`config.mk`:
```
export PLATFORM = sky130hd
export DESIGN_NAME = axis_pkt_rr_arbiter
export DESIGN_NICKNAME = d
export VERILOG_FILES = /design/src/rtl/axis_pkt_rr_arbiter.sv
export SDC_FILE = /design/constraint.sdc
export NUM_CORES = 1
export LEC_CHECK = 0
export BUFFER_PORTS_ARGS = -buffer_cell sky130_fd_sc_hd__buf_4
export CAP_MARGIN = 0
export CORE_MARGIN = 5
export CORE_UTILIZATION = 38
export CTS_CLUSTER_DIAMETER = 40
export DETAILED_ROUTE_END_ITERATION = 8
export GPL_ROUTABILITY_DRIVEN = 0
export MAX_ROUTING_LAYER = met4
export PLACE_DENSITY = 0.84
export SKIP_CTS_REPAIR_TIMING = 1
export SYNTH_ARGS = -nofsm -noshare
export SYNTH_HDL_FRONTEND = slang
export SYNTH_SLANG_ARGS = --single-unit
```
`constraint.sdc`:
```
create_clock -name s_aclk -period 3 [get_ports s_aclk]
set_clock_uncertainty 0.15 [all_clocks]
set_input_delay 0 -clock s_aclk [delete_from_list [all_inputs] [get_ports s_aclk]]
set_output_delay 0 -clock s_aclk [all_outputs]
set_load 0.01 [all_outputs]
```
`src/rtl/axis_pkt_rr_arbiter.sv`:
```
// Packet-granular round-robin AXI-Stream arbiter: merges NUM_PORTS
// sources into one master, holding each grant from first beat to tlast.
//
// Ports:
//   s_aclk, s_aresetn        clock, async active-low reset
//   s_axis_t{data,keep,last,valid} / s_axis_tready
//                            packed per-port slave streams
//   m_axis_t{data,keep,last,dest,valid} / m_axis_tready
//                            merged master stream, tdest = source index
//   fifo_almost_full         blocks the start of new packets
//   grant_active, grant_idx  grant status / round-robin pointer
//   pkt_trunc                one-cycle pulse after a forced tlast

module axis_pkt_rr_arbiter #(
    parameter int NUM_PORTS     = 4,
    parameter int TDATA_WIDTH   = 32,
    parameter int MAX_PKT_BEATS = 1024,
    localparam int IDX_WIDTH    = (NUM_PORTS > 1) ? $clog2(NUM_PORTS) : 1
) (
    input  logic                                 s_aclk,
    input  logic                                 s_aresetn,
    input  logic [NUM_PORTS*TDATA_WIDTH-1:0]     s_axis_tdata,
    input  logic [NUM_PORTS*TDATA_WIDTH/8-1:0]   s_axis_tkeep,
    input  logic [NUM_PORTS-1:0]                 s_axis_tlast,
    input  logic [NUM_PORTS-1:0]                 s_axis_tvalid,
    output logic [NUM_PORTS-1:0]                 s_axis_tready,
    output logic [TDATA_WIDTH-1:0]               m_axis_tdata,
    output logic [TDATA_WIDTH/8-1:0]             m_axis_tkeep,
    output logic                                 m_axis_tlast,
    output logic [IDX_WIDTH-1:0]                 m_axis_tdest,
    output logic                                 m_axis_tvalid,
    input  logic                                 m_axis_tready,
    input  logic                                 fifo_almost_full,
    output logic                                 grant_active,
    output logic [IDX_WIDTH-1:0]                 grant_idx,
    output logic                                 pkt_trunc
);

    localparam int KEEP_W  = TDATA_WIDTH / 8;
    localparam int CNT_W   = $clog2(MAX_PKT_BEATS) + 1;
    localparam int TRUNC_I = (MAX_PKT_BEATS > 0) ? MAX_PKT_BEATS - 1 : 0;

    localparam logic [CNT_W-1:0]     TRUNC_AT  = CNT_W'(TRUNC_I);
    localparam logic [IDX_WIDTH-1:0] LAST_PORT = IDX_WIDTH'(NUM_PORTS - 1);

    typedef enum logic {
        IDLE,
        BUSY
    } state_t;

    state_t               state;
    state_t               state_nxt;
    logic [IDX_WIDTH-1:0] grant_q;
    logic [IDX_WIDTH-1:0] grant_nxt;
    logic [CNT_W-1:0]     beat_cnt;
    logic [CNT_W-1:0]     beat_cnt_nxt;
    logic                 trunc_q;
    logic                 trunc_nxt;

    logic [TDATA_WIDTH-1:0] src_data [NUM_PORTS];
    logic [KEEP_W-1:0]      src_keep [NUM_PORTS];

    for (genvar i = 0; i < NUM_PORTS; i++) begin : g_unpack
        assign src_data[i] = s_axis_tdata[i*TDATA_WIDTH +: TDATA_WIDTH];
        assign src_keep[i] = s_axis_tkeep[i*KEEP_W +: KEEP_W];
    end

    // Round-robin pick: scan from the farthest candidate back toward
    // grant_q+1 so the nearest valid port after the pointer wins.
    logic [IDX_WIDTH-1:0] pick;
    logic                 req_any;

    always_comb begin
        int                   p;
        logic [IDX_WIDTH-1:0] pi;
        pick    = grant_q;
        req_any = |s_axis_tvalid;
        p       = 0;
        pi      = '0;
        for (int k = NUM_PORTS; k >= 1; k--) begin
            p  = (int'(grant_q) + k) % NUM_PORTS;
            pi = IDX_WIDTH'(p);
            if (s_axis_tvalid[pi]) begin
                pick = pi;
            end
        end
    end

    logic trunc_beat;
    logic cur_valid;
    logic cur_last;

    assign trunc_beat = (MAX_PKT_BEATS != 0) && (beat_cnt == TRUNC_AT);
    assign cur_valid  = s_axis_tvalid[grant_q];
    assign cur_last   = s_axis_tlast[grant_q];

    always_ff @(posedge s_aclk or negedge s_aresetn) begin
        if (!s_aresetn) begin
            state    <= IDLE;
            grant_q  <= LAST_PORT;
            beat_cnt <= '0;
            trunc_q  <= 1'b0;
        end else begin
            state    <= state_nxt;
            grant_q  <= grant_nxt;
            beat_cnt <= beat_cnt_nxt;
            trunc_q  <= trunc_nxt;
        end
    end

    always_comb begin
        state_nxt     = state;
        grant_nxt     = grant_q;
        beat_cnt_nxt  = beat_cnt;
        trunc_nxt     = 1'b0;
        s_axis_tready = '0;
        m_axis_tvalid = 1'b0;
        m_axis_tdata  = '0;
        m_axis_tkeep  = '0;
        m_axis_tlast  = 1'b0;

        unique case (state)
            IDLE: begin
                if (!fifo_almost_full && req_any) begin
                    grant_nxt = pick;
                    state_nxt = BUSY;
                end
            end
            BUSY: begin
                m_axis_tvalid          = cur_valid;
                m_axis_tdata           = src_data[grant_q];
                m_axis_tkeep           = src_keep[grant_q];
                m_axis_tlast           = cur_last | trunc_beat;
                s_axis_tready[grant_q] = m_axis_tready;
                if (cur_valid && m_axis_tready) begin
                    if (cur_last || trunc_beat) begin
                        // grant_q is kept as the round-robin pointer
                        beat_cnt_nxt = '0;
                        state_nxt    = IDLE;
                        trunc_nxt    = trunc_beat & ~cur_last;
                    end else if (MAX_PKT_BEATS != 0) begin
                        beat_cnt_nxt = beat_cnt + CNT_W'(1);
                    end
                end
            end
            default: begin
                state_nxt = IDLE;
            end
        endcase
    end

    assign m_axis_tdest = grant_q;
    assign grant_idx    = grant_q;
    assign grant_active = (state == BUSY);
    assign pkt_trunc    = trunc_q;

endmodule

```
After elaboration in Yosys (flattened, before gate mapping):

Index checks and enable logic that the tools add are counted.

* $lt $le $gt $ge: 7
* add/sub/neg operators: 5
* eq/ne operators: 1
* reductions and logical operators: 9
* mux-type cells: 37
* bitwise gates (word level): 6

Operators with widths (number)
* two-way mux 32 bit: 3
* binary-select mux 32 bit (select 2 bit): 1
* two-way mux 4 bit: 4
* < comparator 2 x 3 -> 1 bit (second input constant): 5
* two-way mux 1 bit: 15
* binary-select mux 1 bit (select 2 bit): 6
* adder 11 x 1 -> 11 bit (second input constant): 1
* == test 11 x 10 -> 1 bit (second input constant): 1
* two-way mux 11 bit: 1
* binary-select mux 4 bit (select 2 bit): 1
* two-way mux 2 bit: 4
* adder 2 x 1 -> 2 bit (second input constant): 2
* adder 2 bit (second input constant): 2
* AND 4 bit: 1
* nonzero test 4 bit: 1
* OR reduction 4 bit: 1
* >= comparator 3 bit (second input constant): 1
* logical AND 1 bit: 3
* NOT 2 -> 3 bit: 1
* AND reduction 3 bit: 1
* demux 1 bit (select 2 bit): 1
* >= comparator 2 x 1 -> 1 bit (second input constant): 1
* NOT 1 bit: 2
* one-hot mux 1 bit (2 select lines): 1
* other kinds (5): 5

* logic and storage cells: 69
* input port bits: 156
* output and inout port bits: 48
* register bits after elaboration: 15

Depth between registers and ports, before layout:

* depth in word-level cells: 7
* mapped depth: 9
* gate-level depth less buffers: 6

Least setup slack after synthesis:

OpenSTA, ideal clock, no wires.

* path kind: reg2reg
* start: register grant_q[1], in the netlist grant_idx[1]
* end: register grant_q[0], in the netlist grant_idx[0]
* clock period less this slack: 2387 ps
* stages on the path, launching flop included: 9
* path slack: 613 ps
* arrival time: 2162 ps
* data required time: 2775 ps
* path through: dfstp_2 > clkbuf_1 > buf_2 > buf_2 > inv_1 > ha_1 > mux2i_1 > a211oi_1 > xnor2_1

* longest elaborated chain between the ends: 6

RTL lines
* from (decl): RTL line 53 `logic [IDX_WIDTH-1:0] grant_q;`
* from (signal assigned): RTL line 105 `grant_q <= grant_nxt;`
* adder 2 bit: RTL line 81 `p = (int'(grant_q) + k) % NUM_PORTS;`
* binary-select mux 1 bit (select 2 bit): RTL line 83 `if (s_axis_tvalid[pi]) begin`
* two-way mux 1 bit (implied by the code): RTL line 83
* two-way mux 2 bit (3 in series): RTL line 83

Parallel ways exist; a longest one is shown, timed or not. The select of a mux whose other input is x is not followed.
A chain may end at the register's enable or synchronous reset.

Worst setup path in the final report:

* start: register grant_q[0], in the netlist grant_idx[0]
* end: output port m_axis_tdata[2]

* longest elaborated chain between the ends: 5

RTL lines
* NOT 2 -> 3 bit (implied by the code): RTL line 131 `m_axis_tdata = src_data[grant_q];`
* binary-select mux 32 bit (select 2 bit): RTL line 131
* two-way mux 32 bit (implied by the code) (2 in series): RTL line 131
* two-way mux 32 bit: RTL line 122 `unique case (state)`
* to (decl): RTL line 27 `output logic [TDATA_WIDTH-1:0] m_axis_tdata,`

No other way between the ends. The select of a mux whose other input is x is not followed.

==> results.yml <==
setup_path:
  critical-path-slowest-cell: "dfstp_2"
  crit_path_end_kind: "primary output"
  crit_chain: "buf_4, mux4_2, and2_1, buf_4"
  critPathKind: "flip-flop to primary output"
  worst_ep_arrival_time_ps: 2260
  max_stage_delay_ps: 650
  crit_fanout: 27
  cp_data_required_time_ps: 2850
  start_kind: "flip-flop"
  crit_path_frequent_cell: "buf_4"
sta:
  fin_setup_tns_ps: 0
  finalSetupViolations: 0
  slew_violations: 0
  max_freq_mhz: 415
  worst_slew_pin_slew_ps: 639
  fin_ws_ps: 588
  post-route-min-period_ps: 2410
  rsz0062_at_grt: "false"
  final-hold-violation-count: 8
  slew_headroom_pct: 57.4
  fin_crit_sh_pct: 80.4
  fin_hold_ws_ps: -2.74
route:
  dr.pass1.iters: 5
  drtAntennaViolNets: 0
  drtIter0Drc: 65
  viasPerCell: 5.40
  routed_wl_um: 9160
  vias: 2477
  drc: 0
  wl_per_cell_um: 19.9
cts:
  clkLatencyLatePin_ps: 250
  clock_sinks: 15
  htree_levels: 1
  clk_pin_slew_worst_paths_ps: 60
  numCtsBuffers: 3
  cts_tree: "built"
  clk_path_buf_depth: 2
  ctsRootBufferMaster: "clkbuf_8"
power_and_ir_drop:
  power.switching_w: 0.00123
  seqPwrFrac_pct: 11.4
  p_int_w: 0.00174
  ir_drop_mv: 0.535
  total_power_w: 0.00297
  combPwrFrac_pct: 83.0
  p_leak_nw: 1.81
  p_clk_share_pct: 5.6
  power.density_mw_per_mm2: 789
  switching_share_pct: 41.4
placed_design:
  post-place-ws_ps: 825
  hpwl_um: 7830
  portBuffers: 203
  dpl-instance-area_sq_mm: 0.00370
global_routing:
  overflow: 0
  antenna_found_initial: 0
  grt_max_degree: 28
  grt_pass1_vias: 2842
  grt_pass1_wl_um: 13900
  track_usage_pct: 24.9
synthesis:
  yosysSeqAreaShare_pct: 17.5
  synthCells: 191
  ys.flop_type: "dfrtp_1"
  synth_edf_count: 0
  yosys_warnings: 0
  synth_seq_cells: 15
  synth-async-reset-ratio_pct: 100
  synth_nets: 352
  synth_area_sq_mm: 0.00216
  avgSynthCellArea_sq_um: 11.3
  yosysUniqueCellTypes: 35
outcome:
  run_status: "finished, violations left"
  violations: "hold timing"
finish:
  finalInstanceArea_sq_mm: 0.00376
  syn_to_final_growth_pct: 74.4
  fill_cells: 449
  fin_nets: 549
  layout_common_cells: "208 x buf_4, 43 x and2_1, 39 x mux4_2"
  antenna_cells: 0
  final_layout_size_suffix_gt1_share_pct: 67.2
  layout_commonest_cell: "buf_4"
flow_run:
  drv_cap: 0
die:
  core_region_area_sq_mm: 0.00551
  die_area_sq_mm: 0.00729
  row_count: 27
  dieHeight_um: 85.4
  num_io_pins: 204
  die_w_um: 85.4
  start_util_pct: 39.2
hold_path:
  hp-class: "input pin to asynchronous set/reset pin"
cells by family (layout without fill, tap and decap cells):
kind of cell	count (synthesis)	in the layout	share of synthesized area [%]
buffers and inverters	21	217	5.62
muxes	45	45	43.8
AOI/OAI and AO/OA	11	11	3.59
xor gates and xnor gates	8	8	3.25
DFF	15	15	17.5
and+or+nand+nor	86	86	23.3
adders and majority gates	5	5	2.90
power groups by stage:
stage | registers (W) | logic, W | clock network [W]
6_report | 0.000339 | 0.00247 | 0.000166
5_1_grt | 0.000348 | 0.00266 | 0.000178
4_1_cts | 0.000339 | 0.00250 | 0.000167
3_5_place_dp | 0.000342 | 0.00249 | 0
3_3_place_gp | 0.000338 | 0.00243 | 0
2_1_floorplan | 0.000303 | 0.00156 | 0
critical path, delay by kind of cell, from the launching register on:
family                 cells  cell delay (ps)
flip-flops                 1              650
multiplexers               1              570
buffers and inverters      2              600
AND/OR/NAND/NOR            1              180
synthesized netlist by cell type (2+ instances only):
cell type	instances	area, sq um
and2_1	43	269
mux4_2	39	878
dfrtp_1	13	325
nor2_1	12	45.0
clkbuf_1	7	26.3
xor2_1	7	61.3
and3_1	6	37.5
nand4_1	6	37.5
ha_1	5	62.6
buf_2	4	20.0
buf_4	4	30.0
nand2_1	4	15.0
nand3_1	4	20.0
and4_1	3	26.3
buf_6	3	33.8
inv_1	3	11.3
mux2i_1	3	30.0
o21ai_0	3	15.0
a21oi_1	2	10.0
dfstp_2	2	52.6
mux2_2	2	22.5
o21a_1	2	15.0
or3_1	2	12.5
metrics by stage:
| stage | utilization [%] | std cells |
|---|---|---|
| finish | 68.4 | 459 |
| floorplan | - | 191 |
| detailed placement | 67.2 | 453 |
| global placement | 67.2 | 453 |
| global route | 68.4 | 459 |
| CTS | 68.0 | 457 |
registers in the layout (all words and copies together), names as in the netlist:
signal / cells
beat_cnt: 11
pkt_trunc: 1
grant_idx: 2
grant_active: 1
metal layers:
layer	part of all wire (%)	global-route usage, %
met1	36	27.3
met2	56	45.9
met3	6.6	5.63
met4	2.0	4.75
met5	0	-
final cells by class:
| cell class | count | area, sq um | share of cell area, % |
|---|---|---|---|
| timing repair buffer | 210 | 1580 | 42.0 |
| sequential | 15 | 378 | 10.0 |
| clock buffer | 4 | 45.0 | 1.20 |
| tap | 72 | 90.1 | 2.39 |
| inverter | 3 | 11.3 | 0.299 |
| multi-input combinational | 155 | 1660 | 44.1 |
worst paths after layout:
check,slack [ps],cells after the start,end,start
max in group asynchronous,2450,2,grant_idx[1],s_aresetn
min in group s_aclk,0,5,grant_active,s_axis_tvalid[1]
worst min register to register,340,1,beat_cnt[10],beat_cnt[10]
worst min-delay path,-3,2,grant_active,s_aresetn
worst max-delay path,590,4,m_axis_tdata[2],grant_idx[0]
worst max register to register,830,4,beat_cnt[3],grant_active
Power figures use the tool's default switching activity.
